File: src/rtl/memc_pkg.sv
// Shared MEMC definitions: sequencer state type, default frame/block geometry
// and a width helper for narrow counters.
package memc_pkg;

    typedef enum logic {
        IDLE = 1'b0,
        RUN  = 1'b1
    } seq_state_t;

    localparam int MEMC_BLOCKS_X    = 8;
    localparam int MEMC_BLOCKS_Y    = 6;
    localparam int MEMC_FIRST_FRAME = 1;
    localparam int MEMC_LAST_FRAME  = 9;

    // Counter width that never collapses to zero bits for counts of 1 or 2
    function automatic int clogMin1(input int n);
        return (n <= 2) ? 1 : $clog2(n);
    endfunction

endpackage

File: src/rtl/process_sequencer_if.sv
// Control/engine-facing bundle of the frame/block sequencer: start/abort and
// block_done in, block coordinates, frame index and status pulses out.
interface process_sequencer_if
    import memc_pkg::*;
#(
    parameter int FRAME_W = $clog2(MEMC_LAST_FRAME + 1),
    parameter int BLOCK_W = clogMin1(MEMC_BLOCKS_X * MEMC_BLOCKS_Y),
    parameter int BX_W    = clogMin1(MEMC_BLOCKS_X),
    parameter int BY_W    = clogMin1(MEMC_BLOCKS_Y)
) ();

    logic               start;
    logic               abort;
    logic               block_done;
    logic [FRAME_W-1:0] frame_id;
    logic [BLOCK_W-1:0] block_id;
    logic [BX_W-1:0]    block_x;
    logic [BY_W-1:0]    block_y;
    logic               block_start;
    logic               frame_inc;
    logic               frame_wrap;
    logic               busy;
    logic               seq_done;

    modport master (
        output start, abort, block_done,
        input  frame_id, block_id, block_x, block_y,
        input  block_start, frame_inc, frame_wrap, busy, seq_done
    );

    modport slave (
        input  start, abort, block_done,
        output frame_id, block_id, block_x, block_y,
        output block_start, frame_inc, frame_wrap, busy, seq_done
    );

endinterface

File: src/rtl/process_sequencer_wrap_counter.sv
// Bounded up-counter running MIN..MAX and wrapping back to MIN; clr has
// priority over inc and at_max flags the terminal count.
module wrap_counter #(
    parameter int WIDTH = 4,
    parameter int MIN   = 0,
    parameter int MAX   = 15
) (
    input  logic             clk,
    input  logic             rst_n,
    input  logic             clr,
    input  logic             inc,
    output logic [WIDTH-1:0] value,
    output logic             at_max
);

    logic [WIDTH-1:0] r_value;

    always_ff @(posedge clk or negedge rst_n) begin
        if (!rst_n) begin
            r_value <= WIDTH'(MIN);
        end else if (clr) begin
            r_value <= WIDTH'(MIN);
        end else if (inc) begin
            r_value <= (r_value == WIDTH'(MAX)) ? WIDTH'(MIN) : r_value + WIDTH'(1);
        end
    end

    assign value  = r_value;
    assign at_max = (r_value == WIDTH'(MAX));

endmodule

File: src/rtl/process_sequencer.sv
// MEMC frame/block sequencer: walks blocks in raster order across frames,
// deriving frame completion from the block count, with abort and optional looping.
module process_sequencer
    import memc_pkg::*;
#(
    parameter int FIRST_FRAME = MEMC_FIRST_FRAME,
    parameter int LAST_FRAME  = MEMC_LAST_FRAME,
    parameter int BLOCKS_X    = MEMC_BLOCKS_X,
    parameter int BLOCKS_Y    = MEMC_BLOCKS_Y,
    parameter int LOOP        = 0
) (
    input  logic                 clk,
    input  logic                 rst_n,
    process_sequencer_if.slave   seq_if
);

    localparam int BLOCKS  = BLOCKS_X * BLOCKS_Y;
    localparam int FRAME_W = $clog2(LAST_FRAME + 1);
    localparam int BLOCK_W = clogMin1(BLOCKS);
    localparam int BX_W    = clogMin1(BLOCKS_X);
    localparam int BY_W    = clogMin1(BLOCKS_Y);

    seq_state_t         r_state;
    logic [BLOCK_W-1:0] r_blockId;
    logic               r_blockStart;
    logic               r_frameInc;
    logic               r_frameWrap;
    logic               r_busy;
    logic               r_seqDone;

    logic [BX_W-1:0]    w_x;
    logic [BY_W-1:0]    w_y;
    logic [FRAME_W-1:0] w_frame;
    logic               w_xAtMax;
    logic               w_yAtMax;
    logic               w_frameAtMax;
    logic               w_accept;
    logic               w_lastBlock;
    logic               w_seqEnd;
    logic               w_clr;

    // Carry chain: x ticks on every accepted block, y on x wrap, frame on last block
    assign w_accept    = (r_state == RUN) && seq_if.block_done && !seq_if.abort;
    assign w_lastBlock = w_xAtMax && w_yAtMax;
    assign w_seqEnd    = w_accept && w_lastBlock && w_frameAtMax && (LOOP == 0);
    assign w_clr       = seq_if.abort || w_seqEnd;

    wrap_counter #(.WIDTH(BX_W), .MIN(0), .MAX(BLOCKS_X - 1)) u_xCounter (
        .clk    (clk),
        .rst_n  (rst_n),
        .clr    (w_clr),
        .inc    (w_accept),
        .value  (w_x),
        .at_max (w_xAtMax)
    );

    wrap_counter #(.WIDTH(BY_W), .MIN(0), .MAX(BLOCKS_Y - 1)) u_yCounter (
        .clk    (clk),
        .rst_n  (rst_n),
        .clr    (w_clr),
        .inc    (w_accept && w_xAtMax),
        .value  (w_y),
        .at_max (w_yAtMax)
    );

    wrap_counter #(.WIDTH(FRAME_W), .MIN(FIRST_FRAME), .MAX(LAST_FRAME)) u_frameCounter (
        .clk    (clk),
        .rst_n  (rst_n),
        .clr    (w_clr),
        .inc    (w_accept && w_lastBlock),
        .value  (w_frame),
        .at_max (w_frameAtMax)
    );

    always_ff @(posedge clk or negedge rst_n) begin
        if (!rst_n) begin
            r_state      <= IDLE;
            r_blockId    <= '0;
            r_blockStart <= 1'b0;
            r_frameInc   <= 1'b0;
            r_frameWrap  <= 1'b0;
            r_busy       <= 1'b0;
            r_seqDone    <= 1'b0;
        end else begin
            r_blockStart <= 1'b0;
            r_frameInc   <= 1'b0;
            r_frameWrap  <= 1'b0;
            r_seqDone    <= 1'b0;
            if (seq_if.abort) begin
                r_state   <= IDLE;
                r_busy    <= 1'b0;
                r_blockId <= '0;
            end else begin
                case (r_state)
                    IDLE: begin
                        if (seq_if.start) begin
                            r_state      <= RUN;
                            r_busy       <= 1'b1;
                            r_blockStart <= 1'b1;
                        end
                    end
                    RUN: begin
                        if (seq_if.block_done) begin
                            if (!w_lastBlock) begin
                                r_blockId    <= r_blockId + BLOCK_W'(1);
                                r_blockStart <= 1'b1;
                            end else if (!w_frameAtMax || (LOOP != 0)) begin
                                r_blockId    <= '0;
                                r_blockStart <= 1'b1;
                                r_frameInc   <= 1'b1;
                                r_frameWrap  <= w_frameAtMax;
                            end else begin
                                r_state   <= IDLE;
                                r_busy    <= 1'b0;
                                r_seqDone <= 1'b1;
                                r_blockId <= '0;
                            end
                        end
                    end
                    default: r_state <= IDLE;
                endcase
            end
        end
    end

    assign seq_if.frame_id    = w_frame;
    assign seq_if.block_id    = r_blockId;
    assign seq_if.block_x     = w_x;
    assign seq_if.block_y     = w_y;
    assign seq_if.block_start = r_blockStart;
    assign seq_if.frame_inc   = r_frameInc;
    assign seq_if.frame_wrap  = r_frameWrap;
    assign seq_if.busy        = r_busy;
    assign seq_if.seq_done    = r_seqDone;

    // The linear id is counted separately from x/y, so tie the two views together
    assert property (@(posedge clk) disable iff (!rst_n)
        32'(r_blockId) == 32'(w_y) * 32'(BLOCKS_X) + 32'(w_x));

endmodule

File: src/flat_wrapper.sv
// flat-port wrapper written by rule: the top's interface ports become plain ports
module process_sequencer_flat import memc_pkg::*;
#(
    parameter int FIRST_FRAME = MEMC_FIRST_FRAME,
    parameter int LAST_FRAME  = MEMC_LAST_FRAME,
    parameter int BLOCKS_X    = MEMC_BLOCKS_X,
    parameter int BLOCKS_Y    = MEMC_BLOCKS_Y,
    parameter int LOOP        = 0
)
  (clk, rst_n, seq_if_start, seq_if_abort, seq_if_block_done, seq_if_frame_id, seq_if_block_id, seq_if_block_x, seq_if_block_y, seq_if_block_start, seq_if_frame_inc, seq_if_frame_wrap, seq_if_busy, seq_if_seq_done);
  process_sequencer_if #(.FRAME_W(4), .BLOCK_W(6), .BX_W(3), .BY_W(3)) seq_if_i ();
  input  logic clk;
  input  logic rst_n;
  input wire logic [$bits(seq_if_i.start)-1:0] seq_if_start;
  input wire logic [$bits(seq_if_i.abort)-1:0] seq_if_abort;
  input wire logic [$bits(seq_if_i.block_done)-1:0] seq_if_block_done;
  output wire logic [$bits(seq_if_i.frame_id)-1:0] seq_if_frame_id;
  output wire logic [$bits(seq_if_i.block_id)-1:0] seq_if_block_id;
  output wire logic [$bits(seq_if_i.block_x)-1:0] seq_if_block_x;
  output wire logic [$bits(seq_if_i.block_y)-1:0] seq_if_block_y;
  output wire logic [$bits(seq_if_i.block_start)-1:0] seq_if_block_start;
  output wire logic [$bits(seq_if_i.frame_inc)-1:0] seq_if_frame_inc;
  output wire logic [$bits(seq_if_i.frame_wrap)-1:0] seq_if_frame_wrap;
  output wire logic [$bits(seq_if_i.busy)-1:0] seq_if_busy;
  output wire logic [$bits(seq_if_i.seq_done)-1:0] seq_if_seq_done;
  assign seq_if_i.start = seq_if_start;
  assign seq_if_i.abort = seq_if_abort;
  assign seq_if_i.block_done = seq_if_block_done;
  assign seq_if_frame_id = seq_if_i.frame_id;
  assign seq_if_block_id = seq_if_i.block_id;
  assign seq_if_block_x = seq_if_i.block_x;
  assign seq_if_block_y = seq_if_i.block_y;
  assign seq_if_block_start = seq_if_i.block_start;
  assign seq_if_frame_inc = seq_if_i.frame_inc;
  assign seq_if_frame_wrap = seq_if_i.frame_wrap;
  assign seq_if_busy = seq_if_i.busy;
  assign seq_if_seq_done = seq_if_i.seq_done;
  process_sequencer #(.FIRST_FRAME(FIRST_FRAME), .LAST_FRAME(LAST_FRAME), .BLOCKS_X(BLOCKS_X), .BLOCKS_Y(BLOCKS_Y), .LOOP(LOOP)) u_core (.clk(clk), .rst_n(rst_n), .seq_if(seq_if_i));
endmodule
File: config.mk
export PLATFORM = sky130hd
export DESIGN_NAME = process_sequencer_flat
export DESIGN_NICKNAME = d
export VERILOG_FILES = /design/src/rtl/memc_pkg.sv /design/src/rtl/process_sequencer_if.sv /design/src/rtl/process_sequencer_wrap_counter.sv /design/src/rtl/process_sequencer.sv /design/src/flat_wrapper.sv
export SDC_FILE = /design/constraint.sdc
export NUM_CORES = 1
export LEC_CHECK = 0
export ABC_CLOCK_PERIOD_IN_PS = 2100
export BUFFER_PORTS_ARGS = -buffer_cell sky130_fd_sc_hd__buf_2
export CAP_MARGIN = 20
export CORE_MARGIN = 8
export CORE_UTILIZATION = 52
export CTS_CLUSTER_DIAMETER = 30
export DETAILED_ROUTE_END_ITERATION = 10
export PLACE_DENSITY_LB_ADDON = 0.05
export SLEW_MARGIN = 20
export SYNTH_ARGS = -nofsm -noshare
export SYNTH_HDL_FRONTEND = slang
export SYNTH_SLANG_ARGS = --single-unit
File: constraint.sdc
create_clock -name clk -period 2.1 [get_ports clk]
set_clock_uncertainty 0.2 [all_clocks]
set_input_delay 0.21 -clock clk [delete_from_list [all_inputs] [get_ports clk]]
set_output_delay 0.21 -clock clk [all_outputs]
set_load 0.005 [all_outputs]
==> summary.txt <==
Global route total overflow = 0
Synth warn = 0
Gr usage total = 12.6%
Combinational share of power = 7.4%
Mapped Cells = 115
Worst Path Required = 2.11 ns
Core area = 2130 µm²
Drt first pass iters = 4
Syn nets = 126
Unrepaired setup endpoints after global routing = no
Clk pwr share = 29.4%
Maximum vdd drop = 425 µV
DRC Markers = 0
Ports = 26
Root Buffer = clkbuf_4
Most common cell after layout, fill and taps aside = buf_2
Seq/Total Area, Yosys = 46.7%
Die width = 62.6 µm
Switching portion of total power = 24.1%
Reg-to-Reg End = u_core.u_yCounter.value[2]$_DFFE_PN0P_
Outcome = finished clean
Setup crit start = u_core.u_xCounter.value[0]$_DFFE_PN0P_
Rows = 17
Footprint of the multi-input gates = 561 µm²
Register Area = 527 µm²
Antenna violations before repair = 0
Clk Latency, worst-skew pair = 0.30 ns
CTS Buf Count = 3
Fraction of layout cells with a size suffix above 1 = 22.3%
Routed wl met3 = 161 µm
Via count = 980
Syn Std Cell Area = 1130 µm²
WL/cell = 14.5 µm
Register-to-Register Path Depth = 5
Max Buffers Root-to-Sink = 2
Synthesized area per cell = 9.80 µm²
Crit Path Max Fanout = 5
Int Power = 0.504 mW
Effective utilization at floorplan = 53.0%
Worst R2R Start = u_core.u_xCounter.value[0]$_DFFE_PN0P_
Largest net degree at the start of global routing = 22
CTS tree = built
I/O Buffers = 24
Metal2 WL = 1.09 mm
FILL cells = 188
WS Path Type = flop to flop
Antenna cells = 0
Post-DP HPWL = 1.79 mm
H-tree depth = 1
Synth area leaders = dfrtp_1, ha_1, a21oi_1, nand2_1, or3_1
Die H = 62.6 µm
GP Congestion = 0.755
Switch Pwr = 0.160 mW
Overall power = 0.664 mW
Vias/cell = 5.87
Startpoint Class = flop
Synth top area share = 44.4%
Nets = 151
Tmin final = 1.93 ns
Max layer used = met4
Maxcap violations = 0
CP Capture Type = flop
Flops & latches, synth = 21
Endpoints failing hold = 0
Hold crit path type = input pin to flop
Yosys cell types = 36
Fin. max-slew vios = 0
Worst-path clk slew = 0.11 ns
CP arrival = 1.94 ns
Commonest cells after routing, fill and taps aside = buf_2, dfrtp_1, a21oi_1, nand2_1
Fmax = 518 MHz
Leakage = 0.619 nW
Fin area = 1300 µm²
CP Capture Point = u_core.u_yCounter.value[2]$_DFFE_PN0P_
Routed metal-1 wirelength = 1.14 mm
Area Growth Syn to Fin = 15.3%
First-pass GRT wire length = 4.17 mm
Final hold slack = 0.0973 ns
CTS Sinks = 21
Setup TNS = 0 ns
Placed cell area = 1250 µm²
Tcrit/Tclk final = 92.0%
Initial DRC count = 40
FF-to-FF setup slack = 0.17 ns
Die area = 3910 µm²
Vias in the first global route = 886
Final wirelength = 2.43 mm
Final ANT Viol Nets = 0
Synth area leader = dfrtp_1
Cell Pwr Density = 511 nW/µm²
Final setup violation count = 0
Sequential share of power = 63.1%
metal layers:
metal,track usage [%],up-vias
li1,-,476
met1,16.6,472
met2,18.1,27
met3,3.76,5
met4,6.55,0
met5,0,-
cell families (layout without fill, tap and decap cells):
family | count (synthesis) | in the layout | share of synthesized area, %
compound gates | 34 | 34 | 19.4
buf+inv | 9 | 33 | 3.77
other cells | 1 | 1 | 0.333
xor+xnor | 1 | 1 | 0.777
fa+ha+maj | 6 | 6 | 6.66
flops | 21 | 21 | 46.7
simple gates | 43 | 43 | 22.3
power groups by stage:
stage          Sequential [mW]  Clock, mW  Combinational [mW]
2_1_floorplan            0.424          0              0.0306
4_1_cts                  0.419      0.201              0.0506
3_5_place_dp             0.427          0              0.0477
5_1_grt                  0.421      0.216              0.0570
6_report                 0.419      0.196              0.0494
3_3_place_gp             0.427          0              0.0477
worst min path at each step:
stage | slack, ns | endpoint | cells past startpoint | startpoint
finish | 0.1 | u_core.seq_if.block_id[0]$_DFFE_PN0P_ | 2 | seq_if_abort
global route | 0.11 | u_core.seq_if.block_id[0]$_DFFE_PN0P_ | 2 | seq_if_abort
CTS | 0.09 | u_core.seq_if.block_id[0]$_DFFE_PN0P_ | 2 | seq_if_abort
detailed placement | -0.002 | u_core.seq_if.seq_done$_DFF_PN0_ | 1 | rst_n
global placement | -0.005 | u_core.seq_if.frame_inc$_DFF_PN0_ | 1 | rst_n
floorplan | -0.29 | u_core.r_state$_DFF_PN0_ | 0 | rst_n
cell type report:
| cell class | instances | share of cell area (%) |
|---|---|---|
| clock buffers | 4 | 2.02 |
| inverters | 3 | 0.866 |
| well taps | 28 | 2.69 |
| flip-flops and latches | 21 | 40.5 |
| repair buffers | 26 | 10.8 |
| multi-input cells | 85 | 43.1 |
worst max-delay path: stages, from the launching register on:
cell and delay, ns:
dfrtp_1 0.40, ha_1 0.19, ha_2 0.22, nand4_1 0.15, or3b_1 0.41, a221oi_1 0.26
synthesized netlist by cell type, drive strengths merged:
cell and number:
dfrtp 20, a21oi 14, nand2 12, ha 6
nor2 5, or3 5, nand3 4, o21ai 4
buf 3, clkbuf 3, inv 3, nand4b 3
o21bai 3, a211oi 2, a221oi 2, a311oi 2
and2 2, and3b 2, nor3 2, o211ai 2
o31ai 2, or4 2, a21boi 1, a41o 1
and4 1, and4b 1, conb 1, dfstp 1
nand2b 1, nand3b 1, nand4 1, o32ai 1
or3b 1, xor2 1
metrics by stage:
step	util [%]	instances	worst slack [ns]
after global placement	58.8	161	0.287
after CTS	61.0	167	0.171
after global routing	61.1	167	0.0104
final	61.1	167	0.168
after detailed placement	58.8	161	0.200
after floorplan	-	115	0.320
state kept, by name, indices dropped and copies added (netlist names):
register                     flops
u_core.seq_if.block_start        1
u_core.seq_if.seq_done           1
u_core.u_frameCounter.value      4
u_core.seq_if.busy               1
u_core.u_yCounter.value          3
u_core.seq_if.frame_inc          1
u_core.seq_if.block_id           6
u_core.u_xCounter.value          3
u_core.r_state                   1
timing repair:
action,4_1_cts,5_1_grt
endpoints found under the setup margin,0,1
resized for setup,0,1
hold buffers,2,0
buffers inserted,0,0
hold endpoints to repair,24,0
Note: power is estimated with default switching activity, not from simulation.
